## config.mk

```make
export PLATFORM = sky130hd
export DESIGN_NAME = fir_output_decimator_flat
export DESIGN_NICKNAME = d
export VERILOG_FILES = /design/src/rtl/fir_output_decimator_if.sv /design/src/rtl/fir_output_decimator.sv /design/src/flat_wrapper.sv
export SDC_FILE = /design/constraint.sdc
export NUM_CORES = 1
export LEC_CHECK = 0
export BUFFER_PORTS_ARGS = -buffer_cell sky130_fd_sc_hd__clkbuf_2
export CAP_MARGIN = 5
export CORE_UTILIZATION = 50
export DETAILED_ROUTE_END_ITERATION = 10
export GPL_TIMING_DRIVEN = 0
export PLACE_DENSITY = 0.74
export RECOVER_POWER = 100
export SYNTH_ARGS = -nofsm -noshare
export SYNTH_HDL_FRONTEND = slang
export SYNTH_SLANG_ARGS = --single-unit
```

## constraint.sdc

```tcl
create_clock -name CLK_Filter -period 4.9 [get_ports CLK_Filter]
set_clock_uncertainty 0.15 [all_clocks]
set_input_delay 1.225 -clock CLK_Filter [delete_from_list [all_inputs] [get_ports CLK_Filter]]
set_output_delay 1.225 -clock CLK_Filter [all_outputs]
set_load 0.02 [all_outputs]
```

## src/rtl/fir_output_decimator_if.sv

```systemverilog
// Sample delivery bus between the FIR back-end and the binary-search controller.
// valid/ready: a sample transfers on a rising CLK_Filter edge where dout_valid & dout_ready;
// dout/sat stay stable while dout_valid is high and dout_ready is low.
interface fir_output_decimator_if;
  logic [19:0] filt_data;
  logic        flush;
  logic [7:0]  dout;
  logic        dout_valid;
  logic        dout_ready;
  logic        sat;
  logic        overrun;
  logic        clr_ovr;

  modport master (
    input  filt_data, flush, dout_ready, clr_ovr,
    output dout, dout_valid, sat, overrun
  );

  modport slave (
    output filt_data, flush, dout_ready, clr_ovr,
    input  dout, dout_valid, sat, overrun
  );
endinterface

```

## src/rtl/fir_output_decimator.sv

```systemverilog
// FIR back-end: blanks warm-up, decimates, rescales by 1/DC-gain with rounding and
// saturation to 8 bits, and queues results in a 2-entry FIFO for the consumer.
module fir_output_decimator #(
  parameter int WARMUP     = 25,
  parameter int DECIM      = 4,
  parameter int GAIN_MUL   = 189,
  parameter int GAIN_SHIFT = 18
) (
  input  logic                   CLK_Filter,
  input  logic                   rst_n,
  fir_output_decimator_if.master bus
);

  localparam int PROD_W  = 28;
  localparam int WARM_W  = $clog2(WARMUP + 1);
  localparam int DECIM_W = (DECIM > 1) ? $clog2(DECIM) : 1;

  localparam logic [WARM_W-1:0]  WARM_LAST  = WARM_W'(WARMUP - 1);
  localparam logic [DECIM_W-1:0] DECIM_LAST = DECIM_W'(DECIM - 1);
  localparam logic [PROD_W:0]    RND_HALF   = (PROD_W + 1)'(1) << (GAIN_SHIFT - 1);

  typedef enum logic [0:0] {
    ST_WARM = 1'b0,
    ST_RUN  = 1'b1
  } state_t;

  typedef struct packed {
    logic [7:0] data;
    logic       sat;
  } entry_t;

  // ---------------------------------------------------------------------------
  // Control FSM
  // ---------------------------------------------------------------------------
  state_t               state_q, state_d;
  logic [WARM_W-1:0]    warm_cnt_q, warm_cnt_d;
  logic [DECIM_W-1:0]   decim_cnt_q, decim_cnt_d;
  logic                 strobe;

  always_ff @(posedge CLK_Filter or negedge rst_n) begin
    if (!rst_n) begin
      state_q     <= ST_WARM;
      warm_cnt_q  <= '0;
      decim_cnt_q <= '0;
    end else begin
      state_q     <= state_d;
      warm_cnt_q  <= warm_cnt_d;
      decim_cnt_q <= decim_cnt_d;
    end
  end

  always_comb begin
    state_d     = state_q;
    warm_cnt_d  = warm_cnt_q;
    decim_cnt_d = decim_cnt_q;
    strobe      = 1'b0;
    if (bus.flush) begin
      state_d     = ST_WARM;
      warm_cnt_d  = '0;
      decim_cnt_d = '0;
    end else begin
      unique case (state_q)
        ST_WARM: begin
          warm_cnt_d = warm_cnt_q + 1'b1;
          if (warm_cnt_q == WARM_LAST) begin
            state_d     = ST_RUN;
            decim_cnt_d = '0;
          end
        end
        ST_RUN: begin
          strobe = (decim_cnt_q == DECIM_LAST);
          decim_cnt_d = strobe ? '0 : decim_cnt_q + 1'b1;
        end
        default: begin
          state_d     = ST_WARM;
          warm_cnt_d  = '0;
          decim_cnt_d = '0;
        end
      endcase
    end
  end

  // ---------------------------------------------------------------------------
  // Rescale pipeline: S1 multiplies on the strobe edge, S2 rounds/saturates
  // combinationally from the product and pushes on the following edge.
  // ---------------------------------------------------------------------------
  logic [PROD_W-1:0] prod_q;
  logic [PROD_W-1:0] prod_d;
  logic              v1_q;

  assign prod_d = PROD_W'(bus.filt_data) * PROD_W'(GAIN_MUL);

  always_ff @(posedge CLK_Filter or negedge rst_n) begin
    if (!rst_n) begin
      prod_q <= '0;
      v1_q   <= 1'b0;
    end else if (bus.flush) begin
      v1_q   <= 1'b0;
    end else begin
      v1_q <= strobe;
      if (strobe) prod_q <= prod_d;
    end
  end

  // The rounding sum carries one extra bit so it can never wrap.
  logic [PROD_W:0] rnd_sum;
  logic [PROD_W:0] scaled;
  logic            clip;
  entry_t          new_entry;

  always_comb begin
    rnd_sum        = {1'b0, prod_q} + RND_HALF;
    scaled         = rnd_sum >> GAIN_SHIFT;
    clip           = (scaled > (PROD_W + 1)'(255));
    new_entry.data = clip ? 8'hFF : scaled[7:0];
    new_entry.sat  = clip;
  end

  // ---------------------------------------------------------------------------
  // 2-entry output FIFO
  // ---------------------------------------------------------------------------
  entry_t     mem_q [2];
  logic       rd_ptr_q, wr_ptr_q;
  logic [1:0] count_q;
  logic [7:0] last_dout_q;
  logic       overrun_q;
  logic       not_empty;
  logic       full;
  logic       push, pop, push_ok, drop;
  entry_t     head;

  assign not_empty = (count_q != 2'd0);
  assign full      = (count_q == 2'd2);
  assign head      = mem_q[rd_ptr_q];
  assign push      = v1_q;
  assign pop       = not_empty & bus.dout_ready;
  // When full, a simultaneous pop frees the slot being written this edge.
  assign push_ok   = push & (!full | pop);
  assign drop      = push & full & !pop;

  always_ff @(posedge CLK_Filter or negedge rst_n) begin
    if (!rst_n) begin
      mem_q[0] <= '0;
      mem_q[1] <= '0;
      rd_ptr_q <= 1'b0;
      wr_ptr_q <= 1'b0;
      count_q  <= 2'd0;
    end else if (bus.flush) begin
      rd_ptr_q <= 1'b0;
      wr_ptr_q <= 1'b0;
      count_q  <= 2'd0;
    end else begin
      if (push_ok) begin
        mem_q[wr_ptr_q] <= new_entry;
        wr_ptr_q        <= ~wr_ptr_q;
      end
      if (pop) rd_ptr_q <= ~rd_ptr_q;
      unique case ({push_ok, pop})
        2'b10:   count_q <= count_q + 2'd1;
        2'b01:   count_q <= count_q - 2'd1;
        default: count_q <= count_q;
      endcase
    end
  end

  // Remembers the most recently shown head so dout holds once the FIFO drains.
  always_ff @(posedge CLK_Filter or negedge rst_n) begin
    if (!rst_n) begin
      last_dout_q <= 8'd0;
    end else if (not_empty) begin
      last_dout_q <= head.data;
    end
  end

  always_ff @(posedge CLK_Filter or negedge rst_n) begin
    if (!rst_n) begin
      overrun_q <= 1'b0;
    end else if (bus.flush) begin
      overrun_q <= 1'b0;
    end else if (drop) begin
      overrun_q <= 1'b1;
    end else if (bus.clr_ovr) begin
      overrun_q <= 1'b0;
    end
  end

  assign bus.dout       = not_empty ? head.data : last_dout_q;
  assign bus.sat        = not_empty & head.sat;
  assign bus.dout_valid = not_empty;
  assign bus.overrun    = overrun_q;

endmodule

```

## src/flat_wrapper.sv

```systemverilog
// flat-port wrapper written by rule: the top's interface ports become plain ports
module fir_output_decimator_flat 
#(
  parameter int WARMUP     = 25,
  parameter int DECIM      = 4,
  parameter int GAIN_MUL   = 189,
  parameter int GAIN_SHIFT = 18
)
  (CLK_Filter, rst_n, bus_filt_data, bus_flush, bus_dout_ready, bus_clr_ovr, bus_dout, bus_dout_valid, bus_sat, bus_overrun);
  fir_output_decimator_if bus_i ();
  input  logic CLK_Filter;
  input  logic rst_n;
  input wire logic [$bits(bus_i.filt_data)-1:0] bus_filt_data;
  input wire logic [$bits(bus_i.flush)-1:0] bus_flush;
  input wire logic [$bits(bus_i.dout_ready)-1:0] bus_dout_ready;
  input wire logic [$bits(bus_i.clr_ovr)-1:0] bus_clr_ovr;
  output wire logic [$bits(bus_i.dout)-1:0] bus_dout;
  output wire logic [$bits(bus_i.dout_valid)-1:0] bus_dout_valid;
  output wire logic [$bits(bus_i.sat)-1:0] bus_sat;
  output wire logic [$bits(bus_i.overrun)-1:0] bus_overrun;
  assign bus_i.filt_data = bus_filt_data;
  assign bus_i.flush = bus_flush;
  assign bus_i.dout_ready = bus_dout_ready;
  assign bus_i.clr_ovr = bus_clr_ovr;
  assign bus_dout = bus_i.dout;
  assign bus_dout_valid = bus_i.dout_valid;
  assign bus_sat = bus_i.sat;
  assign bus_overrun = bus_i.overrun;
  fir_output_decimator #(.WARMUP(WARMUP), .DECIM(DECIM), .GAIN_MUL(GAIN_MUL), .GAIN_SHIFT(GAIN_SHIFT)) u_core (.CLK_Filter(CLK_Filter), .rst_n(rst_n), .bus(bus_i));
endmodule
```

==> results of run 1 <==
per-stage QoR:
step / setup slack (ns) / util, % / cell area (µm²) / TNS (ns)
final: -0.1896 / 64.71 / 7138 / -0.6395
after global routing: -0.3240 / 64.71 / 7138 / -1.720
after CTS: -0.05082 / 62.90 / 6938 / -0.07751
after detailed placement: -0.5966 / 56.68 / 6252 / -5.327
after global placement: -0.5226 / 56.68 / 6252 / -4.525
after floorplan: -0.06837 / - / 5907 / -0.07367
layer usage:
metal	global-route usage [%]	up-vias	wire length, µm
met4	5.238	0	259
met3	2.134	31	402
met2	39.26	107	6622
li1	-	2144	-
met5	0	-	0
met1	29.01	2203	5602
where the power goes:
group	internal [mW]	switching [mW]	total [mW]	leakage (nW)
clock	0.292	0.154	0.447	0.0900
combinational	1.48	1.85	3.33	2.61
sequential	0.479	0.0559	0.535	0.686
total	2.25	2.06	4.31	3.39
worst reg2reg max path, stage by stage, from the launching register on:
cell and delay [ns]:
dfrtp_1 0.42, nand2b_1 0.13, o21ai_0 0.16, nor3_1 0.79
clkbuf_1 0.43, nor2_1 0.09, a21oi_1 0.14
how the worst max path moves through the flow:
stage                              to  slack (ns)
detailed placement  u_core.prod_q[23]       -0.60
finish              u_core.prod_q[24]       -0.19
CTS                 u_core.prod_q[26]       -0.05
global placement    u_core.prod_q[26]       -0.52
floorplan           u_core.prod_q[26]       -0.07
global route        u_core.prod_q[24]       -0.32
what timing repair did:
item	4_1_cts	5_1_grt
pin swaps	55	21
endpoints found under the hold margin	0	0
buffers inserted	14	8
hold buffers	0	0
setup endpoints to repair	10	10
gates resized for setup	88	37
sequential cells by signal (all words and copies together), names as in the netlist:
name,flops
u_core.bus.overrun,1
u_core.state_q,1
u_core.mem_q,18
u_core.decim_cnt_q,2
u_core.wr_ptr_q,1
u_core.rd_ptr_q,1
u_core.last_dout_q,8
u_core.warm_cnt_q,5
u_core.count_q,2
u_core.prod_q,11
u_core.push,1
logic make-up after synthesis:
group                      Yosys count
and+or+nand+nor                    140
xor gates and xnor gates            17
buffers and inverters              133
DFF                                 51
AOI/OAI and AO/OA                  108
adders and majority gates          147
muxes                               16
area by class of cell:
cell class                 count  area [µm²]  share of cell area, %
multi-input combinational    428        4461                  62.49
sequential                    51        1276                  17.88
timing repair buffer          57       499.2                  6.994
inverter                     120       473.0                  6.626
tap                          140       175.2                  2.454
clock buffer                   5       125.1                  1.753
clock inverter                 3       67.56                 0.9465
buffer                        12       61.31                 0.8589
placed cells by master (no fill, tap or decap), types with 3 or more instances in the layout:
| master | netlist | layout |
|---|---|---|
| dfrtp_1 | 51 | 51 |
| xnor2_1 | 7 | 6 |
| a21oi_1 | 39 | 24 |
| nor2_1 | 35 | 34 |
| o21ai_0 | 28 | 24 |
| clkbuf_2 | 0 | 5 |
| xor2_1 | 10 | 9 |
| a21oi_4 | 0 | 4 |
| buf_4 | 0 | 19 |
| clkbuf_1 | 8 | 23 |
| nand2_1 | 51 | 47 |
| nor3_1 | 8 | 7 |
| inv_2 | 0 | 19 |
| o21ai_1 | 8 | 9 |
| fa_1 | 69 | 65 |
| fa_2 | 0 | 4 |
| mux2_2 | 3 | 3 |
| and3_1 | 5 | 5 |
| buf_6 | 0 | 5 |
| nand4_1 | 6 | 6 |
| mux2i_1 | 13 | 13 |
| and4_1 | 3 | 3 |
| nand3_1 | 11 | 9 |
| o21a_1 | 4 | 4 |
| a21oi_2 | 0 | 11 |
| inv_1 | 120 | 95 |
| clkbuf_16 | 0 | 10 |
| ha_1 | 78 | 64 |
| nand2b_1 | 5 | 5 |
| clkbuf_4 | 0 | 5 |
| clkbuf_8 | 0 | 6 |
| clkinvlp_4 | 0 | 5 |
| ha_4 | 0 | 13 |
| o211ai_1 | 3 | 3 |
==> impl_metrics.ini, run 1 <==
[run_status]
status = complete, but fails checks
violations = negative setup slack

[synthesis]
synth_edf_count = 0
synth-simple-area-share_pct = 11.51
avgSynthCellArea_um2 = 9.429
async_flop_share_pct = 100.0
ys_ff_latch = 51
syn_area_um2 = 5771
synth_compound_area_share_pct = 11.34
synth_top_area_share_pct = 23.94
syn_nets = 784
synth.top_cells.by_count = inv_1, ha_1, fa_1
synth_cell_type_count = 50
synth_cells = 612
synth_area_leader_cell = fa_1
yosysMostFrequentCell = inv_1
synth-adder-area-share_pct = 40.85
synth_area_leaders = fa_1, dfrtp_1, ha_1
ys.flop_type = dfrtp_1
synthXorXnorAreaFrac_pct = 2.580
synth.area.mux_share_pct = 2.840
synth_top_family_by_area = adder cells
ys_warn_count = 0
yosysSeqAreaShare_pct = 22.12

[floorplanning]
ios = 36
core-area_um2 = 11030
dieWidth_um = 109.4
die_h_um = 109.4
initial_core_util_pct = 52.31
rows = 38
die-area_um2 = 11970

[worst_setup_path]
regToRegEndpoint = u_core.mem_q[14]
path_cells = clkbuf_16 -> clkinvlp_4 -> fa_1 -> inv_2 -> fa_2 -> fa_1 -> inv_1 -> fa_1 -> inv_2 -> ha_4 -> nand4_4 -> buf_6 -> nor2_4 -> nand2_4 -> a2111oi_4 -> nor3_2 -> o31ai_2
crit_required_ns = 4.94
crit_path_start_kind = primary input
r2r_cells = 6
cp_num_buf_inv = 6
crit_family = adder cells
crit_cells = 17
cp-end-kind = flip-flop
cp_max_fo = 6
crit_start = bus_filt_data[10]
path_class = primary input to flip-flop
cp.arrival_ns = 5.13
r2r_start = u_core.count_q[1]
cp_common_cell = fa_1
slowest_stage = fa_1
regToRegSetupSlack_ns = 2.51
max_stage_delay_ns = 0.55

[finish]
fin_cells = 816
fillCellCount = 829
insertedDiodeCount = 0
syn2layout_area_growth_pct = 23.70
final_layout_size_suffix_gt1_share_pct = 21.45
fin_nets = 847

[pwr]
vdd_drop_max_mv = 0.4088
power_density_nw_per_um2 = 603.4
p_leak_nw = 3.391
power_mw = 4.307

[detailed_routing]
drc = 0
drt-vias-per-instance = 5.496
wire_per_inst_um = 15.79
first_iter_violations = 192
drt_pass1_iterations = 5
wirelength_um = 12890
ant_nets = 0
vias = 4485

[hold_path]
hp-start = u_core.mem_q[3]
hold_depth = 2
hp-class = flip-flop to flip-flop
hold_end = u_core.mem_q[3]

[grt]
grt_pass1_vias = 4483
grt_pass1_wl_um = 20780
grt_use_total_pct = 22.08
grt_antenna_before_repair = 0
grt_max_degree = 52
grt_overflow_total = 0

[timing]
rsz0062_at_grt = yes
fin_crit_sh_pct = 103.9
hold_viol_final = 0
setup_viol = 6
fin_ws_ns = -0.1896
worst_slew_pin_slew_ns = 1.359
slew_headroom_pct = 9.371
holdWs_ns = 0.3315
drv_slew = 0
fmax_mhz = 196.5
post-route-min-period_ns = 5.090

[place]
dp_hpwl_um = 9380
port_buffers = 34
dpl.cell_count = 786
gp_congestion = 0.8602

[cts]
insertion_delay_ns = 0.29
htreeDepth = 2
cts_buffers = 5
clkSlewWorstSetupHoldPaths_ns = 0.07
cts_buffer_depth = 2
cts.sinks = 51
cts_tree = yes
cts_root_buffer = clkbuf_16

[flow_run]
cap_violations = 0
No activity file was read; power rests on OpenSTA's default activity.
==> run 2, diff against run 1 <==
Settings changed: CTS_CLUSTER_SIZE set to 28, PLACE_DENSITY 0.74 to 0.79.
==> run 2 against run 1 <==
Clock power decreased by 19%. The flow finishes with violations (max-capacitance violations, max-slew violations, negative setup slack). Die area unchanged. Wire length increased by 7.9%. Total power about the same. Core utilization decreased by 0.49 points. Combinational power increased by 2%. Non-clock buffer count decreased by 1. Register-to-register slack improved by 0.09 ns. Largest power group unchanged. Worst hold slack got worse by 0.00056 ns. Global-route usage increased by 0.43 points.
==> impl_metrics.ini, run 2 (synthesized netlist as in run 1, its figures left out) <==
[detailed_routing]
vias = 4679
highest_layer = met4
wl_met2_um = 7306
ant_nets = 0
wire_per_inst_um = 17.05
wl_met3_um = 558
drt_pass1_iterations = 5
drt-vias-per-instance = 5.741
wirelength_um = 13900
wirelength_met1_um = 5524
first_iter_violations = 315
drc = 0

[worst_setup_path]
crit_path_start_kind = primary input
cp-end-kind = flip-flop
crit_required_ns = 4.93
crit_start = bus_filt_data[13]
cp_max_fo = 6
r2r_start = u_core.count_q[0]
path_class = primary input to flip-flop
cp_common_cell = fa_1
path_cells = clkbuf_8 -> inv_4 -> fa_1 -> inv_1 -> fa_1 -> fa_1 -> inv_2 -> fa_1 -> inv_2 -> ha_4 -> nand4_4 -> buf_4 -> nor4_4 -> a21boi_2 -> and3_1 -> o31ai_1
slowest_stage = fa_1
max_stage_delay_ns = 0.54
r2r_cells = 6
cp.arrival_ns = 5.22

[grt]
grt_pass1_wl_um = 21090
grt_pass1_vias = 4709
grt_antenna_before_repair = 0
grt_overflow_total = 0
grt_use_total_pct = 22.51
grt_max_degree = 52

[timing]
rsz0062_at_grt = yes
fin_ws_ns = -0.2885
holdWs_ns = 0.3309
drv_slew = 36
post-route-min-period_ns = 5.188
hold_viol_final = 0
setup_viol = 10
slew_headroom_pct = -21.44
worst_slew_pin_slew_ns = 1.822
fin_crit_sh_pct = 105.9
fmax_mhz = 192.7

[cts]
cts_buffers = 5
cts_tree = yes
clkSlewWorstSetupHoldPaths_ns = 0.06
cts_root_buffer = clkbuf_16
htreeDepth = 2
insertion_delay_ns = 0.29
cts_buffer_depth = 2
cts.sinks = 51

[finish]
syn2layout_area_growth_pct = 22.77
final_layout_size_suffix_gt1_share_pct = 20.30
fin_nets = 846
finalInstanceArea_um2 = 7084
layout_commonest_cell = inv_1
top_register = u_core.mem_q
insertedDiodeCount = 0
top_regs = u_core.mem_q: 18 flops, u_core.prod_q: 11 flops, u_core.last_dout_q: 8 flops
fin_cells = 815
largest_register_ffs = 18
mostFrequentLayoutCells = inv_1, ha_1, fa_1

[pwr]
p_sw_mw = 2.145
sequentialPowerShare_pct = 12.5
vdd_drop_max_mv = 0.3570
power_density_nw_per_um2 = 607.7
p_int_mw = 2.161
power_mw = 4.305
swShare_pct = 49.82
pwr-share-clk_pct = 8.4
p_leak_nw = 3.386
p_comb_share_pct = 79.1

[run_status]
violations = max-capacitance violations, max-slew violations, negative setup slack
status = complete, but fails checks

[floorplanning]
die-area_um2 = 11970
initial_core_util_pct = 52.31
die_h_um = 109.4
dieWidth_um = 109.4
core-area_um2 = 11030
ios = 36
rows = 38

[flow_run]
cap_violations = 1

[hold_path]
hp-start = u_core.mem_q[0]
hold_depth = 2
hp-class = flip-flop to flip-flop

[place]
gp_congestion = 0.8802
port_buffers = 34
placed_area_um2 = 6252
dp_hpwl_um = 9377
dpl.cell_count = 786
run 2: cell types whose count changed in the layout (fill, tap and decap cells not counted), moves of 3 or more:
cell	before	now
a21oi_4	4	7
inv_4	1	7
o21ai_2	2	5
a21oi_2	11	8
inv_2	19	11
inv_1	95	98
run 2: final cells by class:
| cell class | count | area (µm²) |
|---|---|---|
| multi-input combinational | 428 | 4443 |
| fill | 832 | 3946 |
| sequential | 51 | 1276 |
| inverter | 120 | 483.0 |
| timing repair buffer | 55 | 474.2 |
| tap | 140 | 175.2 |
| clock buffer | 7 | 152.6 |
| buffer | 13 | 72.57 |
| clock inverter | 1 | 7.507 |
run 2: critical path, delay by kind of cell:
kind	cells	cell delay, ns
compound gates	2	0.34
fa+ha+maj	5	2.37
simple gates	3	0.72
buf+inv	6	0.56
run 2: what timing repair did:
item	CTS	global route
endpoints found under the setup margin	10	11
cloned	0	0
pin swaps	40	28
hold buffers	0	0
resized for setup	79	51
buffers inserted	13	7
run 2: final timing paths:
| path | end | slack, ns |
|---|---|---|
| max | u_core.prod_q[25] | -0.29 |
| min | u_core.mem_q[0] | 0.33 |
| max reg2reg | u_core.mem_q[14] | 2.60 |
| min reg2reg | u_core.mem_q[0] | 0.33 |
| max in group asynchronous | u_core.prod_q[18] | 1.54 |
| min in group asynchronous | u_core.wr_ptr_q | 0.88 |
run 2: per-stage QoR:
step	setup TNS (ns)	util (%)	worst slack (ns)
4_1_cts	-0.1082	62.26	-0.04970
3_5_place_dp	-5.205	56.68	-0.5864
5_1_grt	-2.491	64.22	-0.4183
6_report	-1.501	64.22	-0.2885
2_1_floorplan	-0.07367	-	-0.06837
3_3_place_gp	-4.392	56.68	-0.5148
run 2: per-layer routing:
| layer | vias up | track usage [%] |
|---|---|---|
| met5 | - | 0 |
| met4 | 0 | 6.857 |
| met3 | 57 | 2.608 |
| met2 | 178 | 41.46 |
| met1 | 2301 | 27.45 |
| li1 | 2143 | - |
run 2: power by group through the flow:
stage / Clock (mW) / Combinational [mW] / Sequential (mW)
after global routing: 0.387 / 3.63 / 0.547
final: 0.364 / 3.40 / 0.538
after global placement: 0 / 2.19 / 0.537
after detailed placement: 0 / 2.27 / 0.542
after floorplan: 0 / 1.81 / 0.527
after CTS: 0.367 / 2.79 / 0.537
==> run 3, diff against run 2 <==
Settings changed: PLACE_DENSITY 0.79 to 0.75.
==> run 3 against run 2 <==
Non-clock buffer count is 7 higher. Largest power group unchanged. The run still ends with max-capacitance violations, max-slew violations, negative setup slack left. Global-route usage decreased by 0.30 points. Clock power grew 9.3%. Total power is 0.77% higher. Wire length decreased by 3.2%. Highest routed layer unchanged. Die area did not move. Cell count increased by 0.86%. Combinational power is essentially flat. Register-to-register slack lost 0.14 ns. Sequential share of layout area is 0.16 points lower. Largest cell class unchanged.
==> impl_metrics.ini, run 3 (synthesized netlist as in run 1, its figures left out) <==
[place]
placed_area_um2 = 6252
dpl.cell_count = 786
dp_hpwl_um = 9738
port_buffers = 34
dp_worst_setup_slack_ns = -0.6193
gp_congestion = 0.8538

[finish]
top_regs = u_core.mem_q: 18 flops, u_core.prod_q: 11 flops, u_core.last_dout_q: 8 flops
top_register = u_core.mem_q
finalInstanceArea_um2 = 7148
finish.utilization_pct = 64.80
fin_cells = 822
layout_commonest_cell = inv_1
seq_area_um2 = 1276
mostFrequentLayoutCells = inv_1, fa_1, ha_1
final_layout_size_suffix_gt1_share_pct = 22.43
multi_input_area_um2 = 4449
fin_nets = 853
largest_register_ffs = 18
fillCellCount = 819
syn2layout_area_growth_pct = 23.87
insertedDiodeCount = 0

[timing]
setup_viol = 9
finalSetupTns_ns = -0.9005
post-route-min-period_ns = 5.046
fin_ws_ns = -0.1463
rsz0062_at_grt = yes
worst_slew_pin_slew_ns = 2.146
holdWs_ns = 0.3361
hold_viol_final = 0
drv_slew = 41
fmax_mhz = 198.2
fin_crit_sh_pct = 103.0
slew_headroom_pct = -43.08

[worst_setup_path]
r2r_start = u_core.count_q[1]
regToRegEndpoint = u_core.mem_q[16]
crit_path_end = u_core.prod_q[27]
regToRegSetupSlack_ns = 2.46
crit_path_start_kind = primary input
cp.arrival_ns = 5.12
crit_start = bus_filt_data[16]
cp-end-kind = flip-flop
path_class = primary input to flip-flop
crit_required_ns = 4.97
cp_max_fo = 6
r2r_cells = 5

[grt]
grt_antenna_before_repair = 0
grt_overflow_total = 0
grt_pass1_wl_um = 20980
grt_use_total_pct = 22.22
grt_pass1_vias = 4582
grt_max_degree = 52

[floorplanning]
die_h_um = 109.4
initial_core_util_pct = 52.31
rows = 38
ios = 36
die-area_um2 = 11970
core-area_um2 = 11030
dieWidth_um = 109.4

[flow_run]
cap_violations = 1

[cts]
cts_buffers = 5
insertion_delay_ns = 0.28
htreeDepth = 2
cts_tree = yes
clkSlewWorstSetupHoldPaths_ns = 0.06
postCtsHoldBufs = 0
cts_buffer_depth = 2
cts_root_buffer = clkbuf_16
cts.sinks = 51

[pwr]
p_leak_nw = 3.422
vdd_drop_max_mv = 0.3705
power_density_nw_per_um2 = 607.0
power_mw = 4.339

[run_status]
violations = max-capacitance violations, max-slew violations, negative setup slack
status = complete, but fails checks

[hold_path]
hp-class = flip-flop to flip-flop

[detailed_routing]
drc = 0
drt_pass1_iterations = 6
wire_per_inst_um = 16.36
drt-vias-per-instance = 5.586
first_iter_violations = 281
wirelength_um = 13450
ant_nets = 0
vias = 4592
-- run 3: cell type report --
class / count / area share, %
Sequential cell: 51 / 17.85
Clock inverter: 2 / 0.4901
Tap cell: 140 / 2.451
Multi-Input combinational cell: 428 / 62.24
Buffer: 12 / 0.8577
Inverter: 120 / 6.722
Clock buffer: 6 / 1.943
Timing Repair Buffer: 63 / 7.439
-- run 3: how the worst min path moves through the flow --
| stage | end | from | slack [ns] | cells past startpoint |
|---|---|---|---|---|
| 2_1_floorplan | u_core.mem_q[0] | u_core.mem_q[0] | 0.30 | 2 |
| 3_3_place_gp | u_core.mem_q[3] | u_core.mem_q[3] | 0.31 | 2 |
| 3_5_place_dp | u_core.mem_q[0] | u_core.mem_q[0] | 0.32 | 2 |
| 4_1_cts | u_core.mem_q[0] | u_core.mem_q[0] | 0.34 | 2 |
| 5_1_grt | u_core.last_dout_q[5] | u_core.last_dout_q[5] | 0.37 | 2 |
| 6_report | u_core.mem_q[0] | u_core.mem_q[0] | 0.34 | 2 |
-- run 3: worst max-delay path: stages --
cell and delay [ns]:
clkbuf_16 0.11, clkinvlp_4 0.11, buf_4 0.15, fa_1 0.48, inv_1 0.06, fa_2 0.53
fa_1 0.45, fa_2 0.58, ha_4 0.24, a21oi_1 0.27, a21boi_2 0.28, a21oi_2 0.10
buf_4 0.14, or3_1 0.30, nand3_1 0.08
-- run 3: power by group --
| group | internal, mW | switching, mW | leakage (nW) |
|---|---|---|---|
| logic | 1.51 | 1.90 | 2.65 |
| clock network | 0.254 | 0.144 | 0.0868 |
| registers | 0.479 | 0.0594 | 0.686 |
-- run 3: metal layers --
layer / part of all wire, % / global-route usage [%]
met5: 0 / 0
met4: 2.6 / 6.571
met3: 3.0 / 1.838
met2: 53 / 39.58
met1: 42 / 28.78
-- run 3: repair_timing --
item / 4_1_cts / 5_1_grt
setup endpoints to repair: 10 / 10
setup buffers: 12 / 16
resized for setup: 83 / 56
pin swaps: 43 / 38
